**src/rtl/uart_tx_fifo.sv**
```systemverilog
// Show-ahead byte FIFO between the bus-side register file and the UART TX controller.
// Serves the controller's load/full/pull handshake and keeps occupancy, low-water and error flags.
module uart_tx_fifo #(
   parameter int unsigned DATA_UART  = 8,
   parameter int unsigned DEPTH_LOG2 = 4
) (
   input  logic                  clk_i,
   input  logic                  rstn_i,
   input  logic                  flush_i,
   input  logic                  wr_en_i,
   input  logic [DATA_UART-1:0]  wr_data_i,
   input  logic                  clear_flags_i,
   input  logic [DEPTH_LOG2:0]   thr_i,
   input  logic                  tx_pull_i,
   output logic                  tx_load_o,
   output logic [DATA_UART-1:0]  tx_data_o,
   output logic                  full_o,
   output logic [DEPTH_LOG2:0]   count_o,
   output logic                  below_thr_o,
   output logic                  overflow_o,
   output logic                  underflow_o
);

   localparam int unsigned DEPTH = 1 << DEPTH_LOG2;
   localparam logic [DEPTH_LOG2:0] FULL_COUNT = {1'b1, {DEPTH_LOG2{1'b0}}};

   logic [DATA_UART-1:0]  mem [DEPTH];
   logic [DEPTH_LOG2-1:0] wr_ptr;
   logic [DEPTH_LOG2-1:0] rd_ptr;
   logic [DEPTH_LOG2:0]   count;
   logic                  overflow;
   logic                  underflow;

   logic pull_ok;
   logic push_ok;
   logic push_drop;
   logic pull_bad;

   always_comb begin
      pull_ok   = tx_pull_i && (count != '0);
      // A pull in the same cycle frees the slot, so a push at full is still accepted.
      push_ok   = wr_en_i && ((count != FULL_COUNT) || pull_ok);
      push_drop = wr_en_i && !push_ok && !flush_i;
      pull_bad  = tx_pull_i && (count == '0) && !flush_i;
   end

   always_ff @(posedge clk_i or negedge rstn_i) begin
      if (!rstn_i) begin
         wr_ptr <= '0;
         rd_ptr <= '0;
         count  <= '0;
         for (int i = 0; i < DEPTH; i++) begin
            mem[i] <= '0;
         end
      end else if (flush_i) begin
         wr_ptr <= '0;
         rd_ptr <= '0;
         count  <= '0;
      end else begin
         if (push_ok) begin
            mem[wr_ptr] <= wr_data_i;
            wr_ptr      <= wr_ptr + 1'b1;
         end
         if (pull_ok) begin
            rd_ptr <= rd_ptr + 1'b1;
         end
         count <= count + {{DEPTH_LOG2{1'b0}}, push_ok} - {{DEPTH_LOG2{1'b0}}, pull_ok};
      end
   end

   // Set beats clear when both happen in the same cycle.
   always_ff @(posedge clk_i or negedge rstn_i) begin
      if (!rstn_i) begin
         overflow  <= 1'b0;
         underflow <= 1'b0;
      end else begin
         overflow  <= (overflow && !clear_flags_i) || push_drop;
         underflow <= (underflow && !clear_flags_i) || pull_bad;
      end
   end

   always_comb begin
      tx_load_o   = (count != '0);
      tx_data_o   = mem[rd_ptr];
      full_o      = (count == FULL_COUNT);
      count_o     = count;
      below_thr_o = (count <= thr_i);
      overflow_o  = overflow;
      underflow_o = underflow;
   end

endmodule

```
**config.mk**
```make
export PLATFORM = sky130hd
export DESIGN_NAME = uart_tx_fifo
export DESIGN_NICKNAME = d
export VERILOG_FILES = /design/src/rtl/uart_tx_fifo.sv
export SDC_FILE = /design/constraint.sdc
export NUM_CORES = 1
export LEC_CHECK = 0
export CAP_MARGIN = 20
export CORE_ASPECT_RATIO = 1.1
export CORE_MARGIN = 5
export CORE_UTILIZATION = 60
export CTS_BUF_LIST = sky130_fd_sc_hd__clkbuf_16
export CTS_CLUSTER_SIZE = 28
export DETAILED_ROUTE_END_ITERATION = 16
export PLACE_DENSITY = 0.84
export SLEW_MARGIN = 20
export SYNTH_ARGS = -nofsm -noshare
export SYNTH_HDL_FRONTEND = slang
export SYNTH_SLANG_ARGS = --single-unit
```
**constraint.sdc**
```tcl
create_clock -name clk_i -period 3.1 [get_ports clk_i]
set_input_delay 0.62 -clock clk_i [delete_from_list [all_inputs] [get_ports clk_i]]
set_output_delay 0.62 -clock clk_i [all_outputs]
set_load 0.05 [all_outputs]
```
Word-level counts from Yosys, hierarchy flattened
Index checks and enable logic that the tools add are counted.

word-level totals
  bits in registers = 143
  input bits = 19

operators by class
  add/subtract/negate cells = 4
  magnitude comparators = 4
  eq/ne operators = 2
  multiplexer cells = 11
  bitwise gates (word level) = 3
  reductions and logical operators = 20

operators by type and width
  operator                                                   number
  bitwise mux 128 bit                                        1
  binary-select mux 8 bit (select 4 bit)                     1
  demux 8 bit (select 4 bit)                                 1
  two-way mux 8 bit                                          3
  two-way mux 4 bit                                          4
  greater-or-equal comparator 5 bit (second input constant)  2
  inverter 4 -> 5 bit                                        2
  logical AND 1 bit                                          9
  adder 4 x 1 -> 4 bit (second input constant)               2
  adder 5 x 1 -> 5 bit                                       1
  == test 5 bit (second input constant)                      1
  <= comparator 5 bit                                        1
  logical NOT 5 bit                                          1
  < comparator 5 x 1 -> 1 bit (second input constant)        1
  two-way mux 5 bit                                          1
  inequality test 5 bit (second input constant)              1
  nonzero test 5 bit                                         1
  subtractor 5 x 1 -> 5 bit                                  1
  nonzero test 2 bit                                         2
  logical NOT 1 bit                                          3
  logical OR 1 bit                                           3
  AND reduction 2 bit                                        1
  inverter 1 bit                                             1

Longest topological paths before layout
Gate-level depths: netlist of run 1.

  depth in word-level cells = 8
  gate-level depth with buffers = 13

Worst setup path after synthesis of run 1
OpenSTA, ideal clock, no wires.

  path kind = register to register
  from = register count[2], in the netlist count_o[2]
  to = register count[4], in the netlist count_o[4]
  library setup time = 0.132 ns
  data arrival time = 2.875 ns
  data required time = 2.968 ns
  setup slack = 0.093 ns
  stages on the path, launching flop included = 14
  path buffers = 0
  clock period less this slack = 3.007 ns
  cell sequence = dfrtp_1 > inv_1 > ha_1 > nand3_1 > nand2_1 > nand3_1 > nand2_1 > ha_1 > fa_1 > a21oi_1 > nor2_1 > nor2_1 > xnor2_1 > nor2_1

between the ends
  longest elaborated chain between the ends = 7

ends and longest elaborated chain
  item                         line  text
  start: declaration           30    logic [DEPTH_LOG2:0] count;
  start signal: assignment     67    count <= count + {{DEPTH_LOG2{1'b0}}, push_ok} - {{DEPTH_LOG2{1'b0}}, pull_ok};
  nonzero test 5 bit *         --
  named net tx_load_o          15    output logic tx_load_o,
  logical AND 1 bit *          40    pull_ok = tx_pull_i && (count != '0);
  logical OR 1 bit             42    push_ok = wr_en_i && ((count != FULL_COUNT) || pull_ok);
  logical AND 1 bit            42
  adder 5 x 1 -> 5 bit         67
  subtractor 5 x 1 -> 5 bit *  67
  two-way mux 5 bit *          55    end else if (flush_i) begin

Mark *: on every way through the listed nets, which the timed path passes. The rest lies on a longest branch.
A chain may end at the register's enable or synchronous reset.

Worst setup path in the final report of run 1
  from = input port thr_i[1]
  to = output port below_thr_o

between the ends
  longest elaborated chain between the ends = 1

ends and longest elaborated chain
  item                 line  text
  start: declaration   13    input logic [DEPTH_LOG2:0] thr_i,
  <= comparator 5 bit  87    below_thr_o = (count <= thr_i);
  end: declaration     19    output logic below_thr_o,

No other way between the ends.

==> results of run 1 <==
==> worst max-delay path, cell delays in order <==
cell             delay, ns
clkdlybuf4s50_1       0.46
inv_1                 0.05
ha_1                  0.28
nor2b_1               0.14
o21a_1                0.17
o21a_1                0.18
o21a_1                0.18
o22ai_2               0.15
buf_12                0.17
==> registers in the layout (all words and copies together), names as in the netlist <==
register	count
rd_ptr	4
count_o	5
wr_ptr	4
underflow_o	1
overflow_o	1
mem	128
==> cells in the final DEF, fill, tap and decap left out, drive strengths merged, types with 3 or more instances in the layout <==
| master | count |
|---|---|
| mux2i | 24 |
| nand2b | 3 |
| clkinv | 5 |
| mux2 | 136 |
| nand3 | 13 |
| o21ai | 17 |
| dfrtp | 143 |
| nor2 | 21 |
| inv | 20 |
| mux4 | 16 |
| xnor2 | 4 |
| nand2 | 18 |
| clkinvlp | 4 |
| buf | 23 |
| ha | 15 |
| a22oi | 8 |
| clkdlybuf4s50 | 26 |
| o21a | 3 |
| a221oi | 8 |
| xor2 | 5 |
| nor3 | 3 |
| clkbuf | 17 |
| nor2b | 4 |
| a21oi | 14 |
==> cell type report <==
type	instances	area [um2]	area share, %
flip-flops and latches	143	3580	44.41
multi-input cells	323	3222	39.97
repair buffers	49	461.7	5.728
clock buffers	17	425.4	5.278
well taps	150	187.7	2.328
clock inverters	15	131.4	1.630
inverters	14	52.55	0.6520
==> what timing repair did <==
item / 4_1_cts / 5_1_grt
hold buffers: 0 / 0
endpoints found under the setup margin: 1 / 4
endpoints found under the hold margin: 0 / 0
gates resized for setup: 1 / 3
pin swaps: 0 / 2
==> worst paths after layout <==
kind | startpoint | to | slack (ns) | cells past startpoint
setup / recovery | thr_i[1] | below_thr_o | 0.08 | 9
hold / removal | rstn_i | mem[10]$_DFFE_PN0P_ | 0.17 | 1
setup reg to reg | count_o[2]$_DFF_PN0_ | count_o[4]$_DFF_PN0_ | 0.52 | 13
hold reg to reg | mem[54]$_DFFE_PN0P_ | mem[54]$_DFFE_PN0P_ | 0.50 | 1
max in group asynchronous | rstn_i | mem[28]$_DFFE_PN0P_ | 2.08 | 2
min in group clk_i | mem[54]$_DFFE_PN0P_ | mem[54]$_DFFE_PN0P_ | 0.50 | 1
==> through the flow <==
| stage | power, mW | instance area (um2) |
|---|---|---|
| after floorplan | 3.806 | 6947 |
| after global placement | 4.360 | 7478 |
| after detailed placement | 4.446 | 7478 |
| after CTS | 6.350 | 8041 |
| after global routing | 6.609 | 8060 |
| final | 6.318 | 8060 |
==> cell usage after synthesis, types with 4 or more instances <==
cell type,number
inv_1,14
nor2_1,12
a22oi_1,8
xnor2_1,4
nor2b_1,4
a221oi_1,8
nor2_2,5
nor2_4,4
ha_1,15
dfrtp_1,143
mux2_2,136
buf_2,8
nand3_1,9
mux2i_1,24
clkbuf_1,18
o21ai_0,17
mux4_2,16
a21oi_1,13
nand2_1,16
xor2_1,5
nand3_2,4
==> cell families (layout without fill, tap and decap cells) <==
| family | count (synthesis) | count (layout) | share of synthesized area (%) |
|---|---|---|---|
| buf+inv | 42 | 95 | 2.468 |
| xor+xnor | 9 | 9 | 1.135 |
| simple gates | 68 | 68 | 6.160 |
| mux | 176 | 176 | 30.69 |
| flops | 143 | 143 | 51.51 |
| compound gates | 54 | 54 | 5.043 |
| fa+ha+maj | 16 | 16 | 2.990 |
==> metal layers <==
layer,part of all wire (%),up-vias,global-route usage [%]
met5,0,-,0
met4,1.3,0,7.213
met3,4.9,11,5.128
met2,52,100,40.63
met1,41,2226,30.61
li1,-,1929,-
==> where the power goes <==
part / total, mW / internal, mW / switching, mW
registers: 2.28 / 2.12 / 0.162
clock network: 1.89 / 1.05 / 0.841
logic: 2.15 / 0.905 / 1.24
==> impl_metrics.env, run 1 <==
export IMPL_outcome="finished, final reports clean"
export IMPL_grt_pass1_vias=4694
export IMPL_post_dp_hpwl_um=9913
export IMPL_dp_cells=679
export IMPL_syn_to_final_growth_pct=16.03
export IMPL_grt_max_degree=66
export IMPL_fillers=749
export IMPL_cts_tree="done"
export IMPL_antennaDiodeCount=0
export IMPL_routed_via_count=4266
export IMPL_gp_routability_congestion=0.7761
export IMPL_avgRoutedWirePerCell_um=21.18
export IMPL_drt_wl_total_um=15060
export IMPL_worst_slack_ns=0.08458
export IMPL_hold_class="primary input to async pin"
export IMPL_worst_setup_path_type="primary input to output pin"
export IMPL_drtIter0Drc=286
export IMPL_initial_core_util_pct=61.00
export IMPL_worstMarginPinSlew_ns=0.7401
export IMPL_finalNetCount=583
export IMPL_cts_buffer_depth=2
export IMPL_async_flop_share_pct=100.0
export IMPL_grt_pass1_wl_um=25140
export IMPL_ant_nets=0
export IMPL_final_util_pct=70.78
export IMPL_drt_pass1_iterations=4
export IMPL_synth_cell_types=38
export IMPL_ys_ff_latch=143
export IMPL_maxCapViolCount=0
export IMPL_maxSlewViolCount=0
export IMPL_seq_area_frac_synth_pct=51.51
export IMPL_fin_crit_sh_pct=97.27
export IMPL_synth_area_leaders="dfrtp_1, mux2_2, mux4_2"
export IMPL_drive_above_1_share_pct=41.53
export IMPL_cts_sinks=143
export IMPL_vias_per_cell=6.000
export IMPL_worst_setup_path_start_kind="primary input"
export IMPL_overflow=0
export IMPL_port_buffers=36
export IMPL_fin_crit_ns=3.015
export IMPL_drc_errors=0
export IMPL_required_ns=2.48
export IMPL_setup_viol=0
export IMPL_fmax_mhz=331.6
export IMPL_synth_nets=543
export IMPL_cts_root_buf="clkbuf_16"
export IMPL_synth_area_leader_cell="dfrtp_1"
export IMPL_yosysWarnings=0
export IMPL_cts_setup_buffers=0
export IMPL_synth_edff_count=0
export IMPL_crit_arrival_ns=2.40
export IMPL_cp_end_kind="output pin"
export IMPL_final_cells=711
export IMPL_clk_transition_reported_paths_ns=0.06
export IMPL_synthFlopType="dfrtp_1"
export IMPL_numCtsBuffers=17
export IMPL_max_vdd_ir_drop_mv=0.6323
export IMPL_pwr_density_cell_mw_per_mm2=783.8
export IMPL_synth_cells=508
export IMPL_fin_tns_setup_ns=0
export IMPL_clock_latency_ns=0.42
export IMPL_die_area_mm2=0.01383
export IMPL_core_area_mm2=0.01139
export IMPL_clock_skew_ns=0.009012
export IMPL_pre_cts_slack_ns=-0.03974
export IMPL_synth_top_cell_area_share_pct=51.51
export IMPL_synth_area_mm2=0.006947
export IMPL_cts_htree_levels=4
export IMPL_dieHeight_um=122.9
export IMPL_rows=41
export IMPL_die_w_um=112.6
export IMPL_rsz0062_at_grt="no"
export IMPL_ios=37
export IMPL_hold_viol_final=0
export IMPL_max_slew_margin_pct=50.66
export IMPL_antenna_found_initial=0
export IMPL_synth_avg_cell_area_um2=13.67
export IMPL_p_leak_nw=3.712
export IMPL_holdWs_ns=0.1694
export IMPL_crit_fanout=2
export IMPL_grt_usage_pct=23.76
Note: power is estimated with default switching activity, not from simulation.
==> run 2: changes to the inputs <==
CTS_CLUSTER_SIZE = 8   (was 28)
==> results of run 2 <==
Final layout, timing and power as in run 1 (identical DEF).
==> run 3: changes to the inputs <==
GPL_ROUTABILITY_DRIVEN = 0   (was unset)
==> results of run 3 <==
Final layout, timing and power as in run 1 (identical DEF).
